## src/rtl/fifo_param_pkg.sv

```systemverilog
// Shared constants, types and helpers for the parametrised FIFO.
package fifo_param_pkg;

    localparam int unsigned DefDataW    = 8;
    localparam int unsigned DefDepth    = 16;
    localparam int unsigned DefAfThresh = 14;
    localparam int unsigned DefAeThresh = 2;
    localparam int unsigned DefFwft     = 0;

    typedef enum logic {
        MODE_REG  = 1'b0,
        MODE_FWFT = 1'b1
    } read_mode_e;

    // Occupancy needs to represent 0..depth inclusive.
    function automatic int unsigned cnt_w(input int unsigned depth);
        return $clog2(depth + 1);
    endfunction

    function automatic read_mode_e mode_of(input int unsigned fwft);
        return (fwft != 0) ? MODE_FWFT : MODE_REG;
    endfunction

endpackage

```

## src/rtl/fifo_mem.sv

```systemverilog
// FIFO storage: register array with one synchronous write port and one asynchronous read port.
module fifo_mem #(
    parameter int unsigned DATA_W = 8,
    parameter int unsigned DEPTH  = 16
) (
    input  logic                     clk,
    input  logic                     i_we,
    input  logic [$clog2(DEPTH)-1:0] i_waddr,
    input  logic [DATA_W-1:0]        i_wdata,
    input  logic [$clog2(DEPTH)-1:0] i_raddr,
    output logic [DATA_W-1:0]        o_rdata
);

    logic [DATA_W-1:0] r_mem [DEPTH];

    always_ff @(posedge clk) begin
        if (i_we) begin
            r_mem[i_waddr] <= i_wdata;
        end
    end

    assign o_rdata = r_mem[i_raddr];

endmodule

```

## src/rtl/fifo_sva.sv

```systemverilog
// Structural invariants of the FIFO status outputs.
module fifo_sva #(
    parameter int unsigned DEPTH     = 16,
    parameter int unsigned AF_THRESH = 14,
    parameter int unsigned AE_THRESH = 2,
    parameter int unsigned CW        = 5
) (
    input logic          clk,
    input logic          rst,
    input logic [CW-1:0] i_count,
    input logic          i_empty,
    input logic          i_full,
    input logic          i_almost_full,
    input logic          i_almost_empty
);

    localparam logic [CW-1:0] CntMax = CW'(DEPTH);
    localparam logic [CW-1:0] AfTh   = CW'(AF_THRESH);
    localparam logic [CW-1:0] AeTh   = CW'(AE_THRESH);

    a_count_bound: assert property (@(posedge clk) disable iff (rst) i_count <= CntMax);
    a_empty_full_excl: assert property (@(posedge clk) disable iff (rst) !(i_empty && i_full));
    a_empty_cnt: assert property (@(posedge clk) disable iff (rst) i_empty == (i_count == '0));
    a_full_cnt: assert property (@(posedge clk) disable iff (rst) i_full == (i_count == CntMax));
    a_af_cnt: assert property (@(posedge clk) disable iff (rst) i_almost_full == (i_count >= AfTh));
    a_ae_cnt: assert property (@(posedge clk) disable iff (rst) i_almost_empty == (i_count <= AeTh));

endmodule

```

## src/rtl/fifo_param.sv

```systemverilog
// Parametrised synchronous FIFO with registered status, sticky error flags and
// selectable registered or first-word-fall-through read.
module fifo_param
    import fifo_param_pkg::*;
#(
    parameter int unsigned DATA_W    = DefDataW,
    parameter int unsigned DEPTH     = DefDepth,
    parameter int unsigned AF_THRESH = DefAfThresh,
    parameter int unsigned AE_THRESH = DefAeThresh,
    parameter int unsigned FWFT      = DefFwft
) (
    input  logic                      clk,
    input  logic                      rst,
    input  logic                      wr,
    input  logic [DATA_W-1:0]         din,
    input  logic                      rd,
    output logic [DATA_W-1:0]         dout,
    output logic                      dout_valid,
    output logic                      empty,
    output logic                      full,
    output logic                      almost_full,
    output logic                      almost_empty,
    output logic [cnt_w(DEPTH)-1:0]   count,
    output logic                      overflow,
    output logic                      underflow,
    input  logic                      clr_err
);

    localparam int unsigned PW = $clog2(DEPTH);
    localparam int unsigned CW = cnt_w(DEPTH);
    localparam logic [CW-1:0] CntMax = CW'(DEPTH);
    localparam logic [CW-1:0] AfTh   = CW'(AF_THRESH);
    localparam logic [CW-1:0] AeTh   = CW'(AE_THRESH);
    localparam read_mode_e Mode      = mode_of(FWFT);

    logic [PW-1:0]     r_wr_ptr;
    logic [PW-1:0]     r_rd_ptr;
    logic [CW-1:0]     r_count;
    logic [CW-1:0]     w_count_d;
    logic              r_empty;
    logic              r_full;
    logic              r_almost_full;
    logic              r_almost_empty;
    logic              r_overflow;
    logic              r_underflow;
    logic              w_wr_acc;
    logic              w_rd_acc;
    logic [DATA_W-1:0] w_rd_data;

    // Acceptance uses the registered flags, so a write while full is refused
    // even when a read frees a slot on the same edge.
    assign w_wr_acc = wr && !r_full;
    assign w_rd_acc = rd && !r_empty;

    always_comb begin
        w_count_d = r_count;
        case ({w_wr_acc, w_rd_acc})
            2'b10:   w_count_d = r_count + 1'b1;
            2'b01:   w_count_d = r_count - 1'b1;
            default: w_count_d = r_count;
        endcase
    end

    always_ff @(posedge clk) begin
        if (rst) begin
            r_wr_ptr       <= '0;
            r_rd_ptr       <= '0;
            r_count        <= '0;
            r_empty        <= 1'b1;
            r_full         <= 1'b0;
            r_almost_full  <= 1'b0;
            r_almost_empty <= 1'b1;
            r_overflow     <= 1'b0;
            r_underflow    <= 1'b0;
        end else begin
            if (w_wr_acc) begin
                r_wr_ptr <= r_wr_ptr + 1'b1;
            end
            if (w_rd_acc) begin
                r_rd_ptr <= r_rd_ptr + 1'b1;
            end
            r_count        <= w_count_d;
            r_empty        <= (w_count_d == '0);
            r_full         <= (w_count_d == CntMax);
            r_almost_full  <= (w_count_d >= AfTh);
            r_almost_empty <= (w_count_d <= AeTh);
            // A new error in the same cycle as clr_err keeps the flag set.
            r_overflow     <= (wr && r_full) || (r_overflow && !clr_err);
            r_underflow    <= (rd && r_empty) || (r_underflow && !clr_err);
        end
    end

    fifo_mem #(
        .DATA_W (DATA_W),
        .DEPTH  (DEPTH)
    ) u_mem (
        .clk     (clk),
        .i_we    (w_wr_acc),
        .i_waddr (r_wr_ptr),
        .i_wdata (din),
        .i_raddr (r_rd_ptr),
        .o_rdata (w_rd_data)
    );

    if (Mode == MODE_FWFT) begin : g_fwft
        assign dout       = w_rd_data;
        assign dout_valid = !r_empty;
    end else begin : g_reg
        logic [DATA_W-1:0] r_dout;
        logic              r_dout_valid;

        always_ff @(posedge clk) begin
            if (rst) begin
                r_dout       <= '0;
                r_dout_valid <= 1'b0;
            end else begin
                r_dout_valid <= w_rd_acc;
                if (w_rd_acc) begin
                    r_dout <= w_rd_data;
                end
            end
        end

        assign dout       = r_dout;
        assign dout_valid = r_dout_valid;
    end

    assign empty        = r_empty;
    assign full         = r_full;
    assign almost_full  = r_almost_full;
    assign almost_empty = r_almost_empty;
    assign count        = r_count;
    assign overflow     = r_overflow;
    assign underflow    = r_underflow;

    fifo_sva #(
        .DEPTH     (DEPTH),
        .AF_THRESH (AF_THRESH),
        .AE_THRESH (AE_THRESH),
        .CW        (CW)
    ) u_sva (
        .clk            (clk),
        .rst            (rst),
        .i_count        (r_count),
        .i_empty        (r_empty),
        .i_full         (r_full),
        .i_almost_full  (r_almost_full),
        .i_almost_empty (r_almost_empty)
    );

endmodule

```

## config.mk

```make
export PLATFORM = sky130hd
export DESIGN_NAME = fifo_param
export DESIGN_NICKNAME = d
export VERILOG_FILES = /design/src/rtl/fifo_param_pkg.sv /design/src/rtl/fifo_mem.sv /design/src/rtl/fifo_sva.sv /design/src/rtl/fifo_param.sv
export SDC_FILE = /design/constraint.sdc
export NUM_CORES = 1
export LEC_CHECK = 0
export ABC_AREA = 1
export CAP_MARGIN = 20
export CORE_MARGIN = 10
export CORE_UTILIZATION = 28
export CTS_BUF_LIST = sky130_fd_sc_hd__clkbuf_8 sky130_fd_sc_hd__clkbuf_16
export CTS_CLUSTER_DIAMETER = 100
export DETAILED_ROUTE_END_ITERATION = 6
export GPL_TIMING_DRIVEN = 0
export MAX_ROUTING_LAYER = met4
export PLACE_DENSITY = 0.5
export SETUP_SLACK_MARGIN = 0.2
export SKIP_CTS_REPAIR_TIMING = 1
export SYNTH_ARGS = -nofsm -noshare
export SYNTH_HDL_FRONTEND = slang
export SYNTH_SLANG_ARGS = --single-unit
```

## constraint.sdc

```tcl
create_clock -name clk -period 5.5 [get_ports clk]
set_input_delay 1.1 -clock clk [delete_from_list [all_inputs] [get_ports clk]]
set_output_delay 1.1 -clock clk [all_outputs]
set_load 0.02 [all_outputs]
```

==> impl_summary.md, run 1 <==
Run status
The flow ran to the end, and the final reports show no timing, DRC or antenna violations.

Detailed routing
The post-route antenna net violation count is 0. The DRC violation total after the first TritonRoute iteration is 364. The total wire length after detailed routing is 16490 µm.

The detailed-route via count is 4374. The wire length per cell after detailed routing is 18.34 µm. The pre-antenna-repair detailed-routing pass consisted of 5 iterations.

After detailed routing, the number of vias per cell comes to 4.865. In the routed design, unresolved DRC markers number 0.

Timing
Measured against its own limit, the worst slew margin works out to 32.39%. Based on the critical path, the design can be clocked at up to 329.2 MHz. The number of setup violations in the final report is 0. The final-report max-slew violation count is 0. The post-route clock period utilization is 55.23%. The hold violation total from the final report is 0. The slew at the pin closest to its max-slew limit is 1.010 ns. For the final database, setup skew stands at 0.006140 ns. Setup repair after global routing left no endpoint under its margin.

The minimum clock period is 3.038 ns. The setup TNS is 0 ns.

Worst setup path
The endpoint kind of the worst setup timing path is a flop. By startpoint and endpoint, the worst setup path is classified as primary input to flop. Measured in cells, the most critical reg-to-reg path has a length of 9.

The required time reported for the critical path endpoint is 5.85 ns. The highest fanout seen on the critical path is 10. The worst endpoint data arrival time is 3.39 ns.

Among the stages of the critical path, the cell type that occurs most often is buf_2. The slack of the worst reg-to-reg path is 3.31 ns. The worst register-to-register path ends at empty. The nature of the critical path startpoint is a primary input. The source of the worst register-to-register timing path is empty. The worst stage delay on the critical path is 0.49 ns. The slowest library cell on the worst path is clkdlybuf4s50_1.

The signal on the critical path passes through clkdlybuf4s50_1 > inv_2 > nor2_4 > buf_2 > ha_1 > buf_2 > o21ai_0 > nand2_1 > nor2_2 > nand3_2 > o21bai_1.

Logic synthesis
The number of unique standard cell types used by synthesis is 29. A synthesized cell averages 11.60 µm². Summing every instance area after synthesis gives 6381 µm².

The number of nets handed over by synthesis was 570. The most frequently used flop master after synthesis is edfxtp_1. After synthesis, the share of flip-flops with an asynchronous set or reset is 0%. The register bit count reported by yosys is 156. The gate count of the mapped netlist is 550. In this run, synthesis inferred 128 flip-flops with an integrated enable. For this run, the number of Yosys warnings is 0. The share of the yosys chip area belonging to registers is 69.02%.

Finish
The number of diodes added for antenna fixing is 0. The layout net count is 621. Cells with a size suffix above 1 make up 9.935% of the layout. The library cell used most frequently in the layout, excluding fill and tap cells, is edfxtp_1. The top cell types in the final layout, fill and taps aside, are edfxtp_1, nor2_1, o21ai_0, nand2_1, clkdlybuf4s50_1. The post-synthesis to final-layout area growth is 20.00%. After routing the design area is 7657 µm².

Clock tree
The maximum buffer depth of the clock tree is 2. TritonCTS built the clock tree. The insertion delay of the later-clocked pin in the worst-skew pair is 0.43 ns. The maximum level of the CTS H-tree is 4. Counting every sink on the clock net gives 156. The buffer cell driving the clock tree root is clkbuf_16. The number of buffers created by CTS is 17. The register clock-pin slew on the reported worst setup and hold paths is 0.06 ns.

GRT
The maximum number of pins on one net before global-route repair is 17. The initial antenna violation count is 0. The first global-routing pass estimated 25560 µm of wire. The total overflow left after global routing is 0.

The via count of the first global-routing pass was 4387. For this run, the total global-route usage over all layers was measured as 11.98%.

Placement
Routability-driven placement finished with a final weighted congestion of 0.8318. The cell area reported after detailed placement is 7058 µm². Detailed placement finished with a half-perimeter wire length of 11610 µm.

The count of buffers from port buffering is 32.

Floorplanning
Row generation in the floorplan step produced 55 rows. The floorplan step defined a core boundary enclosing 22500 µm². The initial cell density of the core is 28.36%. Measured along the y axis, the die boundary spans 171.0 µm.

The die covers 29230 µm². For this design the top-level I/O count stands at 33. The die width is 171.0 µm.

Worst hold path
The path with the worst hold slack has its endpoint at underflow. The startpoint identified for the worst hold timing path is underflow. In this run the worst hold path is classified as flop to flop. The worst hold path passes through 2 cells.

Power
The share of total power consumed by net switching is 27.84%. The proportion of power drawn by the clock network is 38.2%. The cell leakage power is 2.660 nW. For this design the total switching power over the nets is 0.8630 mW. The power per standard cell area is 404.9 nW/µm². The share of total power in combinational logic is 17.9%.

The internal power consumption is 2.237 mW. The largest vdd supply drop is 0.2800 mV. The part of the total power dissipated in sequential elements is 43.9%.

Flow run
The number of max-capacitance violations reported is 0.
==> worst max-delay path by stage <==
| stage | from | cells past startpoint | end |
|---|---|---|---|
| after floorplan | rd | 10 | empty |
| after global placement | rd | 11 | empty |
| after detailed placement | rd | 11 | empty |
| after CTS | rd | 11 | empty |
| after global routing | rd | 11 | empty |
| final | rd | 11 | empty |
==> layout make-up <==
class	instances	area (µm²)
multi-input cells	332	1677
plain buffers	29	173.9
flip-flops and latches	156	4404
repair buffers	32	320.3
fillers	2203	14850
clock inverters	15	173.9
inverters	33	126.4
clock buffers	17	425.4
well taps	285	356.6
==> per-stage QoR <==
step | worst slack [ns] | utilization [%] | std cells | total power, mW | hold WS, ns
4_1_cts | 2.479 | 34.03 | 899 | 3.119 | 0.4665
3_5_place_dp | 2.058 | 31.37 | 867 | 1.943 | 0.4567
6_report | 2.462 | 34.03 | 899 | 3.100 | 0.4622
3_3_place_gp | 2.090 | 31.37 | 867 | 1.939 | 0.4509
5_1_grt | 2.228 | 34.03 | 899 | 3.239 | 0.4928
2_1_floorplan | 2.929 | - | 550 | 1.726 | 0.4773
==> worst max-delay path: cells and delay by family <==
family	cells	cell delay, ns
buffers and inverters	4	1.00
and+or+nand+nor	4	0.54
AOI/OAI and AO/OA	2	0.47
adders and majority gates	1	0.27
==> sequential cells by signal (all words and copies together) (netlist names), 4 cells and up <==
name	cells
r_rd_ptr	4
dout	8
u_mem.r_mem	128
count	5
r_wr_ptr	4
==> cells in the mapped netlist, types with 10 or more instances <==
cell / n / share of area, %
nand3_1: 26 / 2.0
dfxtp_1: 28 / 8.8
buf_2: 10 / 0.78
a21oi_1: 10 / 0.78
o22ai_1: 10 / 0.98
nor2_1: 111 / 6.5
edfxtp_1: 128 / 60
o221ai_1: 22 / 3.0
inv_1: 29 / 1.7
o21ai_0: 55 / 4.3
nand2_1: 46 / 2.7
o21ai_1: 21 / 1.6
clkbuf_1: 11 / 0.65
==> layer usage <==
metal	track usage, %	routed length (µm)	part of all wire [%]	vias up
met5	-	0	0	-
met4	5.066	457	2.8	0
met3	2.650	738	4.5	30
met2	18.23	7830	47	115
met1	15.11	7459	45	2165
li1	-	-	-	2064
==> logic make-up (layout without fill, tap and decap cells) <==
| kind of cell | Yosys count | count (layout) | share of synthesized area (%) |
|---|---|---|---|
| AO/OA/AOI/OAI | 125 | 125 | 11.57 |
| XOR/XNOR | 2 | 2 | 0.2746 |
| adder cells (fa/ha/maj) | 7 | 7 | 1.372 |
| buffers and inverters | 62 | 126 | 4.706 |
| flip-flops | 156 | 156 | 69.02 |
| AND/OR/NAND/NOR | 198 | 198 | 13.06 |
==> power by group through the flow <==
stage          Clock (mW)  Combinational, mW  Sequential [mW]
2_1_floorplan           0              0.312             1.41
3_3_place_gp            0              0.553             1.39
3_5_place_dp            0              0.556             1.39
4_1_cts              1.20              0.558             1.36
5_1_grt              1.26              0.617             1.37
6_report             1.18              0.555             1.36
Note: power is estimated with default switching activity, not from simulation.
==> run 2, diff against run 1 <==
PLACE_DENSITY = 0.52   (was 0.5)
clock period = 2.7 ns   (was 5.5 ns; I/O delays follow)
==> run 2 against run 1 <==
Against the previous run:
- critical path type unchanged
- clock skew is 0.0053 ns higher
- sequential power is 100% higher
- largest power group unchanged
- sequential share of layout area is 0.10 points lower
- wire length hardly changed
- combinational power is 110% higher
- register-to-register slack worse by 2.7 ns
- final area is 0.18% higher
==> impl_summary.md, run 2 (synthesis gave the netlist of run 1 again) <==
GRT
The total global routing track utilization is 11.94% (-0.040 points). The maximum number of pins on one net before global-route repair is 17 (unchanged). The initial antenna violation count was 0 (unchanged). The global-route wire length before repair is 25190 µm (-1.4%). The total congestion overflow after global routing is 0 (unchanged). The via count of the first global-routing pass is 4430 (+0.98%).

Worst setup path
The kind of cell adding the most delay to the critical path is buffers and inverters. The worst setup path is captured at a flop. The worst path buffer plus inverter count is 4 (unchanged). In this run the worst setup path terminates at empty.

The critical register-to-register path endpoint is dout[4]. The required time reported for the critical path endpoint is 3.05 ns (-2.80 ns). Traced cell by cell, the critical path runs through clkdlybuf4s50_1 > inv_2 > nor2_4 > clkbuf_4 > ha_1 > buf_2 > o21ai_1 > nand2_1 > nor2_2 > nand3_2 > o21bai_1. The critical path is of the primary input to flop type.

The highest fanout seen on the critical path is 10 (unchanged). The worst endpoint data arrival time is 2.69 ns (-0.70 ns). The largest individual stage delay along the critical path comes from the cell clkdlybuf4s50_1.

The worst setup path is launched from a primary input. The worst register-to-register path begins at r_rd_ptr[1]. The count of cell instances traversed by the critical path came to 11 (unchanged). In this run the worst setup path begins at rd. The worst stage delay on the critical path is 0.50 ns (about the same). The slack of the worst reg-to-reg path came to 0.61 ns (-2.70 ns). The cell count of the worst reg-to-reg path was 8 (-1).

Timing
The final worst-path setup slack is 0.3661 ns (-2.096 ns). Setup repair after global routing left no endpoint under its margin. The number of setup violations in the final report was 0 (unchanged).

The final clock skew is 0.01140 ns (+0.005262 ns). The hold violation total from the final report is 0 (unchanged). The worst slew margin relative to its limit was 38.28% (+5.9 points). The slew at the pin closest to its max-slew limit was 0.9224 ns (-0.08800 ns).

The maximum operating frequency is 428.5 MHz. Subtracting the final worst setup slack from the clock period gives 2.334 ns. The post-route clock period utilization is 86.44%. The final-report max-slew violation count is 0 (unchanged).

Finish
The most common cell after layout, fill and taps aside is edfxtp_1. The flip-flop count of the largest register, all copies and words added came to 128 (unchanged). The number of diodes added for antenna fixing is 0 (unchanged). The layout net count is 621 (unchanged). The fraction of layout instances using a drive strength above 1 is 10.10% (+0.16 points).

The register with the most flip-flops in the final layout is u_mem.r_mem. The end-of-flow core utilization is 34.09% (+0.061 points). The post-synthesis to final-layout area growth is 20.22%.

The final cell count without fillers came to 899 (unchanged). In the layout the commonest cells are edfxtp_1, nor2_1, o21ai_0, nand2_1, clkdlybuf4s50_1.

Placement
The final weighted congestion in routability-driven placement is 0.8827 (+6.1%). The count of buffers from port buffering is 32 (unchanged). The setup slack at placement is -0.1941 ns (-2.252 ns). The number of cells after detailed placement is 867 (unchanged). The HPWL reported at the end of detailed placement is 11550 µm (-0.57%).

Floorplanning
The number of core rows was 55 (unchanged). The area of the die is 29230 µm² (unchanged). The y dimension of the die was 171.0 µm (unchanged). The initial cell density of the core is 28.36% (unchanged). The die width is 171.0 µm (unchanged). The number of primary I/O pins was 33 (unchanged). The core box area came to 22500 µm² (unchanged).

Detailed routing
The number of iterations in the first detailed-routing pass is 5 (unchanged). The sum of met2 wire segment lengths after detailed routing is 7869 µm (+0.50%). The wire length on met3 is 958 µm (+30%). The post-route antenna net violation count is 0 (unchanged). The post-detailed-route via-to-cell ratio is 4.829 (-0.75%).

The top layer reached by signal wires is met4. The total wire length after detailed routing was 16490 µm (about the same). The DRC violation total after the first TritonRoute iteration is 478 (+31%). The number of remaining DRC errors was 0 (unchanged).

The routed metal-1 wire length is 7126 µm (-4.5%). The wire length per cell after detailed routing is 18.34 µm (about the same). The detailed-route via count is 4341 (-0.75%).

Clock tree
The register clock-pin slew on the reported worst setup and hold paths came to 0.06 ns (about the same). The number of buffers created by CTS was 17 (unchanged). The sink count of the clock tree is 156 (unchanged).

The insertion delay of the later-clocked pin in the worst-skew pair was 0.43 ns (about the same). The maximum level of the CTS H-tree is 4 (unchanged). The TritonCTS clock tree is done. CTS placed an instance of clkbuf_16 at the clock tree root.

The maximum buffer depth of the clock tree is 2 (unchanged).

Worst hold path
In this run the worst hold path is classified as flop to flop.

Power
The cell leakage power is 2.668 nW (+0.30%). The internal power consumption is 4.578 mW (+100%). The largest vdd supply drop was 0.4841 mV (+73%).

The overall power of the completed layout is 6.375 mW (+110%). The share of total power in combinational logic is 18.1% (+0.2 points). The share of total power consumed by net switching is 28.19% (+0.36 points). The proportion of power drawn by the clock network is 38.4% (+0.2 points).

The power per standard cell area was 831.0 nW/µm² (+110%). The part of the total power dissipated in sequential elements is 43.5% (-0.4 points). The net switching component of the power is 1.797 mW (+110%).

Run status
The run finished with clean final reports.

Flow run
The number of max-capacitance violations reported was 0 (unchanged).
## run 2: changes by cell type in the layout (fill, tap and decap cells not counted)
cell,before,now
o21ai_1,21,22
clkbuf_4,0,1
buf_2,10,9
inv_6,2,5
clkinvlp_4,3,1
clkinv_4,3,4
o21ai_0,55,54
inv_1,30,29
clkinv_2,2,1
## run 2: area by class of cell
cell class / count / area [µm²]
fillers: 2179 / 14830
clock inverters: 15 / 185.2
repair buffers: 32 / 320.3
well taps: 285 / 356.6
inverters: 33 / 126.4
multi-input cells: 332 / 1677
plain buffers: 29 / 176.4
clock buffers: 17 / 425.4
flip-flops and latches: 156 / 4404
## run 2: worst min path at each step
stage	startpoint	endpoint	depth (start not counted)
floorplan	r_wr_ptr[2]	r_wr_ptr[2]	2
global placement	underflow	underflow	2
detailed placement	overflow	overflow	2
CTS	underflow	underflow	2
global route	underflow	underflow	2
finish	underflow	underflow	2
## run 2: tightest hold or removal path, delay by kind of cell, from the launching register on
kind | cells | cell delay (ns)
and+or+nand+nor | 1 | 0.06
AOI/OAI and AO/OA | 1 | 0.05
DFF | 1 | 0.31
## run 2: per-layer routing
metal / global-route usage (%) / vias up
met4: 6.427 / 0
li1: - / 2066
met1: 14.40 / 2081
met5: - / -
met2: 18.39 / 161
met3: 2.581 / 33
## run 2: power groups by stage
stage | Combinational [mW] | Sequential (mW) | Clock (mW)
3_5_place_dp | 1.15 | 2.83 | 0
6_report | 1.15 | 2.77 | 2.45
2_1_floorplan | 0.636 | 2.88 | 0
5_1_grt | 1.27 | 2.78 | 2.58
4_1_cts | 1.15 | 2.77 | 2.49
3_3_place_gp | 1.13 | 2.82 | 0
## run 2: per-stage QoR
stage	area (µm²)	setup TNS (ns)	hold WS [ns]
finish	7671	0	0.4590
global route	7671	0	0.4912
CTS	7669	0	0.4613
detailed placement	7058	-0.5347	0.4530
global placement	7058	-0.5233	0.4516
floorplan	6381	0	0.4773
